## config.mk

```make
export PLATFORM = sky130hd
export DESIGN_NAME = fir_seq_accum
export DESIGN_NICKNAME = d
export VERILOG_FILES = /design/src/rtl/fir_seq_accum.sv
export SDC_FILE = /design/constraint.sdc
export NUM_CORES = 2
export LEC_CHECK = 0
export ABC_AREA = 1
export BUFFER_PORTS_ARGS = -buffer_cell sky130_fd_sc_hd__buf_2
export CELL_PAD_IN_SITES_DETAIL_PLACEMENT = 1
export CELL_PAD_IN_SITES_GLOBAL_PLACEMENT = 2
export CORE_MARGIN = 2
export CORE_UTILIZATION = 39
export CTS_CLUSTER_SIZE = 25
export DETAILED_ROUTE_END_ITERATION = 10
export GPL_TIMING_DRIVEN = 0
export PLACE_DENSITY_LB_ADDON = 0.2
export SLEW_MARGIN = 20
export SYNTH_ARGS = -nofsm -noshare
export SYNTH_HDL_FRONTEND = slang
export SYNTH_SLANG_ARGS = --single-unit
```

## constraint.sdc

```tcl
create_clock -name clk -period 7.47 [get_ports clk]
set_input_delay 1.1205 -clock clk [delete_from_list [all_inputs] [get_ports clk]]
set_output_delay 1.1205 -clock clk [all_outputs]
set_load 0.01 [all_outputs]
```

## src/rtl/fir_seq_accum.sv

```systemverilog
// Sequential dual-channel FIR MAC: walks the coefficient ROM in step with a queue burst, emits one scaled L/R pair per burst.
// Optional output clamping is enabled by defining FIR_SAT_EN; otherwise the output slice wraps.
module fir_seq_accum #(
    parameter int N_TAPS = 1021,
    parameter int ADDR_W = 10,
    parameter int ACC_W  = 40,
    parameter int SHIFT  = 15
) (
    input  logic                     clk,
    input  logic                     rst,
    input  logic                     sequencing,
    input  logic signed [15:0]       lft_smpl,
    input  logic signed [15:0]       rght_smpl,
    output logic        [ADDR_W-1:0] coeff_addr,
    input  logic signed [15:0]       coeff,
    output logic        [15:0]       lft_out,
    output logic        [15:0]       rght_out,
    output logic                     vld,
    output logic                     frm_err,
    output logic                     busy
);

    // Burst-length counter saturates one past N_TAPS so short/exact/long stay distinguishable.
    localparam int CW = $clog2(N_TAPS + 2);
    localparam logic [CW-1:0]     CNT_FULL  = CW'(N_TAPS);
    localparam logic [CW-1:0]     CNT_OVER  = CW'(N_TAPS + 1);
    localparam logic [ADDR_W-1:0] ADDR_LAST = ADDR_W'(N_TAPS - 1);
    localparam logic [ADDR_W-1:0] ADDR_2ND  = (N_TAPS > 1) ? ADDR_W'(1) : '0;

    typedef enum logic [1:0] {S_IDLE, S_ACCUM, S_DRAIN, S_DONE} state_t;

    state_t                    r_state;
    logic                      r_seq_d;
    logic                      r_drn;
    logic [CW-1:0]             r_cnt;
    logic [1:0]                r_vld_pipe;
    logic signed [31:0]        r_prod_l;
    logic signed [31:0]        r_prod_r;
    logic signed [ACC_W-1:0]   r_acc_l;
    logic signed [ACC_W-1:0]   r_acc_r;

    logic                      w_rise;
    logic                      w_issue;
    logic [15:0]               w_out_l;
    logic [15:0]               w_out_r;

    assign w_rise  = sequencing & ~r_seq_d;
    // A tap is issued on the accepted rise and on every following sequencing cycle, up to N_TAPS.
    assign w_issue = sequencing && (r_cnt < CNT_FULL) &&
                     ((r_state == S_ACCUM) || (r_state == S_IDLE && !r_seq_d));
    assign busy    = (r_state != S_IDLE);

    always_comb begin
        w_out_l = r_acc_l[SHIFT+15:SHIFT];
        w_out_r = r_acc_r[SHIFT+15:SHIFT];
`ifdef FIR_SAT_EN
        if (!(&r_acc_l[ACC_W-1:SHIFT+15]) && (|r_acc_l[ACC_W-1:SHIFT+15]))
            w_out_l = r_acc_l[ACC_W-1] ? 16'h8000 : 16'h7FFF;
        if (!(&r_acc_r[ACC_W-1:SHIFT+15]) && (|r_acc_r[ACC_W-1:SHIFT+15]))
            w_out_r = r_acc_r[ACC_W-1] ? 16'h8000 : 16'h7FFF;
`endif
    end

    always_ff @(posedge clk) begin
        if (rst) begin
            r_state    <= S_IDLE;
            r_seq_d    <= 1'b0;
            r_drn      <= 1'b0;
            r_cnt      <= '0;
            r_vld_pipe <= '0;
            r_prod_l   <= '0;
            r_prod_r   <= '0;
            r_acc_l    <= '0;
            r_acc_r    <= '0;
            coeff_addr <= '0;
            lft_out    <= '0;
            rght_out   <= '0;
            vld        <= 1'b0;
            frm_err    <= 1'b0;
        end else begin
            r_seq_d    <= sequencing;
            r_vld_pipe <= {r_vld_pipe[0], w_issue};
            r_prod_l   <= 32'(lft_smpl) * 32'(coeff);
            r_prod_r   <= 32'(rght_smpl) * 32'(coeff);
            if (r_vld_pipe[1]) begin
                r_acc_l <= r_acc_l + ACC_W'(r_prod_l);
                r_acc_r <= r_acc_r + ACC_W'(r_prod_r);
            end
            vld     <= 1'b0;
            frm_err <= 1'b0;
            case (r_state)
                S_IDLE: begin
                    if (w_rise) begin
                        r_acc_l    <= '0;
                        r_acc_r    <= '0;
                        r_cnt      <= CW'(1);
                        coeff_addr <= ADDR_2ND;
                        r_state    <= S_ACCUM;
                    end
                end
                S_ACCUM: begin
                    if (sequencing) begin
                        if (r_cnt != CNT_OVER)
                            r_cnt <= r_cnt + CW'(1);
                        if (coeff_addr != ADDR_LAST)
                            coeff_addr <= coeff_addr + ADDR_W'(1);
                    end else begin
                        r_drn   <= 1'b0;
                        r_state <= S_DRAIN;
                    end
                end
                S_DRAIN: begin
                    r_drn <= 1'b1;
                    // Last product lands in the accumulator before the second drain cycle.
                    if (r_drn) begin
                        lft_out  <= w_out_l;
                        rght_out <= w_out_r;
                        vld      <= 1'b1;
                        frm_err  <= (r_cnt != CNT_FULL);
                        r_state  <= S_DONE;
                    end
                end
                default: begin
                    r_cnt      <= '0;
                    coeff_addr <= '0;
                    r_state    <= S_IDLE;
                end
            endcase
        end
    end

endmodule

```

After elaboration in Yosys (flattened, before gate mapping)
Index checks and enable logic that the tools add are counted.

Flip-flop bits (word level): 204. Input port bits: 51. Output and inout bits: 45. Word-level logic and storage cells: 71.

Add/subtract/negate cells: 4. $mul: 2. Order comparisons: 1. Equality and inequality tests: 11. Muxes and demuxes: 20. Bitwise operators: 4. Reductions and logical operators: 15.

Operators by type and width (number): 40-bit two-way mux (6); 40-bit by 32-bit adder with 40-bit output (2); 16-bit by 16-bit multiplier with 32-bit output (2); 10-bit case mux with 3 select lines (2); 10-bit two-way mux (5); 10-bit != test (second input constant) (3); 10-bit by 1-bit adder with 10-bit output (second input constant) (2); 10-bit less-than comparator (second input constant) (1); 2-bit != test (second input constant) (4); 4-bit AND reduction (2); 2-bit two-way mux (3); 2-bit case mux with 3 select lines (1); 2-bit by 1-bit != test with 1-bit output (second input constant) (2); 2-bit AND reduction (2); 2-bit nonzero test (2); 1-bit logical AND (3); 1-bit NOT (3); 3-bit AND reduction (1); 3-bit OR reduction (1); 2-bit by 1-bit == test with 1-bit output (second input constant) (1); 2-bit == test (second input constant) (1); 2-bit zero test (1); 1-bit two-way mux (2); 1-bit case mux with 2 select lines (1); 4 further kinds (4).

Logic depth before layout (Yosys ltp)
Depth in word-level cells: 4. Mapped depth: 27. Gate-level depth less buffers: 26.

Least setup slack after synthesis
OpenSTA, ideal clock, no wires.

Path type: input port to flip-flop. Start point: input lft_smpl[15]. End point: register r_prod_l[27]. Library setup time: 0.113 ns. Arrival: 6.208 ns. Data required time: 7.357 ns. Setup slack: 1.149 ns. Cell stages on the path: 25. Path buffers: 1. Cells stage by stage: clkbuf_1 -> nand2_1 -> inv_1 -> fa_1 -> inv_1 -> fa_1 -> inv_1 -> fa_1 -> fa_1 -> fa_1 -> inv_1 -> fa_1 -> inv_1 -> ha_1 -> nand2_1 -> nor2_1 -> inv_1 -> nor3_1 -> nand4_1 -> nand3_1 -> nand2_1 -> nand2_1 -> nand2_1 -> nand2_1 -> nor2_1.

Word-level cells in the longest chain between the ends: 1.

Ends and longest elaborated chain: start, declared (RTL line 12) `input logic signed [15:0] lft_smpl,`; 16-bit by 16-bit multiplier with 32-bit output (RTL line 83) `r_prod_l <= 32'(lft_smpl) * 32'(coeff);`; end signal, assigned (RTL line 83); end, declared (RTL line 37) `logic signed [31:0] r_prod_l;`.

No other way between the ends. A chain may end at the register's enable or synchronous reset.

Final worst setup path
Start point: input coeff[3]. End point: register r_prod_l[23].

Word-level cells in the longest chain between the ends: 1.

Ends and longest elaborated chain: start, declared (RTL line 15) `input logic signed [15:0] coeff,`; 16-bit by 16-bit multiplier with 32-bit output (RTL line 83).

No other way between the ends.

==> reports/results.ini <==
[timing]
rsz0062_at_grt = no
fmax_mhz = 139
worst_pin_slew_ps = 1070
finalClockSkew_ps = 20.7
slew_headroom = 0.287
finalCritPeriodShare = 0.960
fin_ws_ps = 297
whs_ps = 444
setup_viol = 0
fin_crit_ps = 7170
maxSlewViolCount = 0
hold_viol_final = 0

[routing]
routed_wl_um = 108000
avgRoutedWirePerCell_um = 20.4
drc = 0
ant_nets = 0
dr.first_iter.drc_count = 1428
viasPerCell = 5.00
first_pass_iters = 5
vias = 26500

[place]
dp_hpwl_um = 91900
preCtsSetupSlack_ps = -568
gp_congestion = 0.933
dpl_cell_area_um2 = 32200
portBuffers = 75

[grt]
grt_pass1_wl_um = 170000
grt-ovfl-total = 0
antenna_found_initial = 2
first_global_vias = 29100
grt.total_usage = 0.278
grt_max_degree = 18

[status]
status = finished clean

[yosys]
syn_nets = 4948
ys_warn_count = 0
synthCells = 4153
post-synth-top-area-cell = fa_1
avgSynthCellArea_um2 = 7.35
synth_area_leaders = fa_1 34%, inv_1 13%, dfxtp_1 12%
synth_top_area_frac = 0.337
ys_seq_elements = 184
syn_area_um2 = 30500
seq_area_frac_synth = 0.121
synth_cell_types = 50

[setup_path]
cp_max_fo = 10
arrival_ps = 7520
critical_path_class = in2reg
path_delay_family = adder cells
required_ps = 7810
crit_buf_inv = 8
critPathSlowestCell = fa_1
worstSetupEndpointType = register
r2r_start = r_prod_r[0]
ff2ff_path_depth = 12
crit_path_cell_trace = buf_2 -> clkbuf_2 -> nand2_1 -> inv_1 -> fa_1 -> inv_1 -> fa_1 -> inv_1 -> fa_1 -> fa_1 -> fa_1 -> inv_1 -> fa_1 -> inv_1 -> ha_1 -> nand2_1 -> nor2_1 -> inv_1 -> nor3_1 -> nand4_1 -> nand3_1 -> o21ai_0 -> a21oi_1
rr_endpoint = r_acc_r[16]
reg2reg_slack_ps = 5010
cpPeakStageDelay_ps = 680
crit_path_start_kind = input port

[floorplanning]
core-area_um2 = 77500
die_h_um = 284
dieArea_um2 = 80500
ios = 96
die_w_um = 284
initial_core_util = 0.394
rows = 102

[cts]
cts-root-buf = clkbuf_16
cts.sinks = 184
cts_buffers = 17
cts_tree = built
worst_skew_pair.late_latency_ps = 470
holdBufCountCts = 0
clk_pin_slew_ps = 80
clockBufferDepth = 2
htree_levels = 4

[layout]
final_area_um2 = 32800
regArea_um2 = 3680
area_growth_syn_to_layout_pct = 7.41
n_fill_cell = 9940
final_nets = 5041
drive_gt1_frac = 0.0413
multi_input_area_um2 = 22400
final_util = 0.423

[hold_path]
min_to = r_vld_pipe[1]
min_from = r_vld_pipe[0]
worstHoldPathCells = 2
hold_path_class = reg2reg

[job]
cap_violations = 0

## layout make-up
| type | instances | share of cell area |
|---|---|---|
| antenna | 1 | 0.0000763 |
| tap | 1040 | 0.0397 |
| sequential | 184 | 0.112 |
| clock buffer | 19 | 0.0135 |
| multi-input combinational | 2783 | 0.683 |
| inverter | 1049 | 0.120 |
| timing repair buffer | 75 | 0.0114 |
| buffer | 136 | 0.0161 |
| clock inverter | 13 | 0.00416 |
## cells in the mapped netlist, drive strengths merged
master and number:
a21oi 221, clkinv 1, nand3b 3, nor3 42
a21o 8, nand3 124, nor2 344, dfxtp 184
xnor2 21, o21ai 166, fa 514, and3 2
o221ai 1, xor2 26, o21a 17, a21boi 4
o211ai 15, inv 1048, clkbuf 132, a31oi 5
nand2b 1, o21bai 20, ha 230, or2 15
and2 4, nor3b 3, nand2 961, nand4 27
buf 5, nor4 5, a211oi 4
## flip-flops by register name, indices dropped and copies added (netlist names)
register / flops
r_cnt: 10
lft_out: 16
r_vld_pipe: 2
coeff_addr: 10
rght_out: 16
frm_err: 1
r_seq_d: 1
r_drn: 1
r_prod_l: 31
r_state: 2
r_acc_r: 31
r_prod_r: 31
r_acc_l: 31
vld: 1
## cell usage in the layout (no fill, tap or decap), types with 20 or more instances in the layout
cell      instances
inv_1          1041
nand2_1         952
fa_1            514
nor2_1          334
ha_1            230
a21oi_1         215
dfxtp_1         184
o21ai_0         145
clkbuf_1        126
nand3_1         123
buf_2            77
nor3_1           35
nand4_1          27
xor2_1           26
xnor2_1          21
o21bai_1         20
## metal layers
metal | routed length [µm] | vias up | part of all wire | GRT usage
met3 | 5090 | 117 | 0.047 | 0.0338
met4 | 2830 | 0 | 0.026 | 0.0675
met5 | 0 | - | 0 | 0
met2 | 52400 | 568 | 0.48 | 0.486
li1 | - | 12500 | - | -
met1 | 47800 | 13300 | 0.44 | 0.365
## metrics by stage
step                std cells  setup TNS (ps)
global route             5299               0
finish                   5300               0
floorplan                4153               0
global placement         5268           -7420
CTS                      5300               0
detailed placement       5268           -7390
## repair_timing
action	4_1_cts	5_1_grt
pin swaps	0	0
gates resized for setup	1	8
setup buffers	0	0
cloned	0	0
setup endpoints to repair	3	5
## worst max-delay path by stage
stage / depth (start not counted) / slack, ps / from / endpoint
2_1_floorplan: 25 / 1150 / lft_smpl[15] / r_prod_l[27]
3_3_place_gp: 22 / -650 / coeff[15] / r_prod_l[23]
3_5_place_dp: 22 / -570 / coeff[15] / r_prod_l[23]
4_1_cts: 23 / 40 / coeff[3] / r_prod_l[23]
5_1_grt: 22 / 6 / coeff[2] / r_prod_r[26]
6_report: 23 / 300 / coeff[3] / r_prod_l[23]
## logic make-up after synthesis
family / Yosys count / share of synthesized area
and+or+nand+nor: 1531 / 0.204
buffers and inverters: 1186 / 0.146
adders and majority gates: 744 / 0.431
AOI/OAI and AO/OA: 461 / 0.0838
DFF: 184 / 0.121
xor gates and xnor gates: 47 / 0.0135
## worst reg2reg max path, delay by kind of cell (launching register included)
kind                     cells  cell delay [ps]
adder cells (fa/ha/maj)      2              740
AND/OR/NAND/NOR              5              660
AO/OA/AOI/OAI                3              550
flip-flops                   1              310
buffers and inverters        2              110
Power is left out: the tool's default activity adds up to more than one toggle a clock period on the data nets, which glitch-free logic cannot reach.
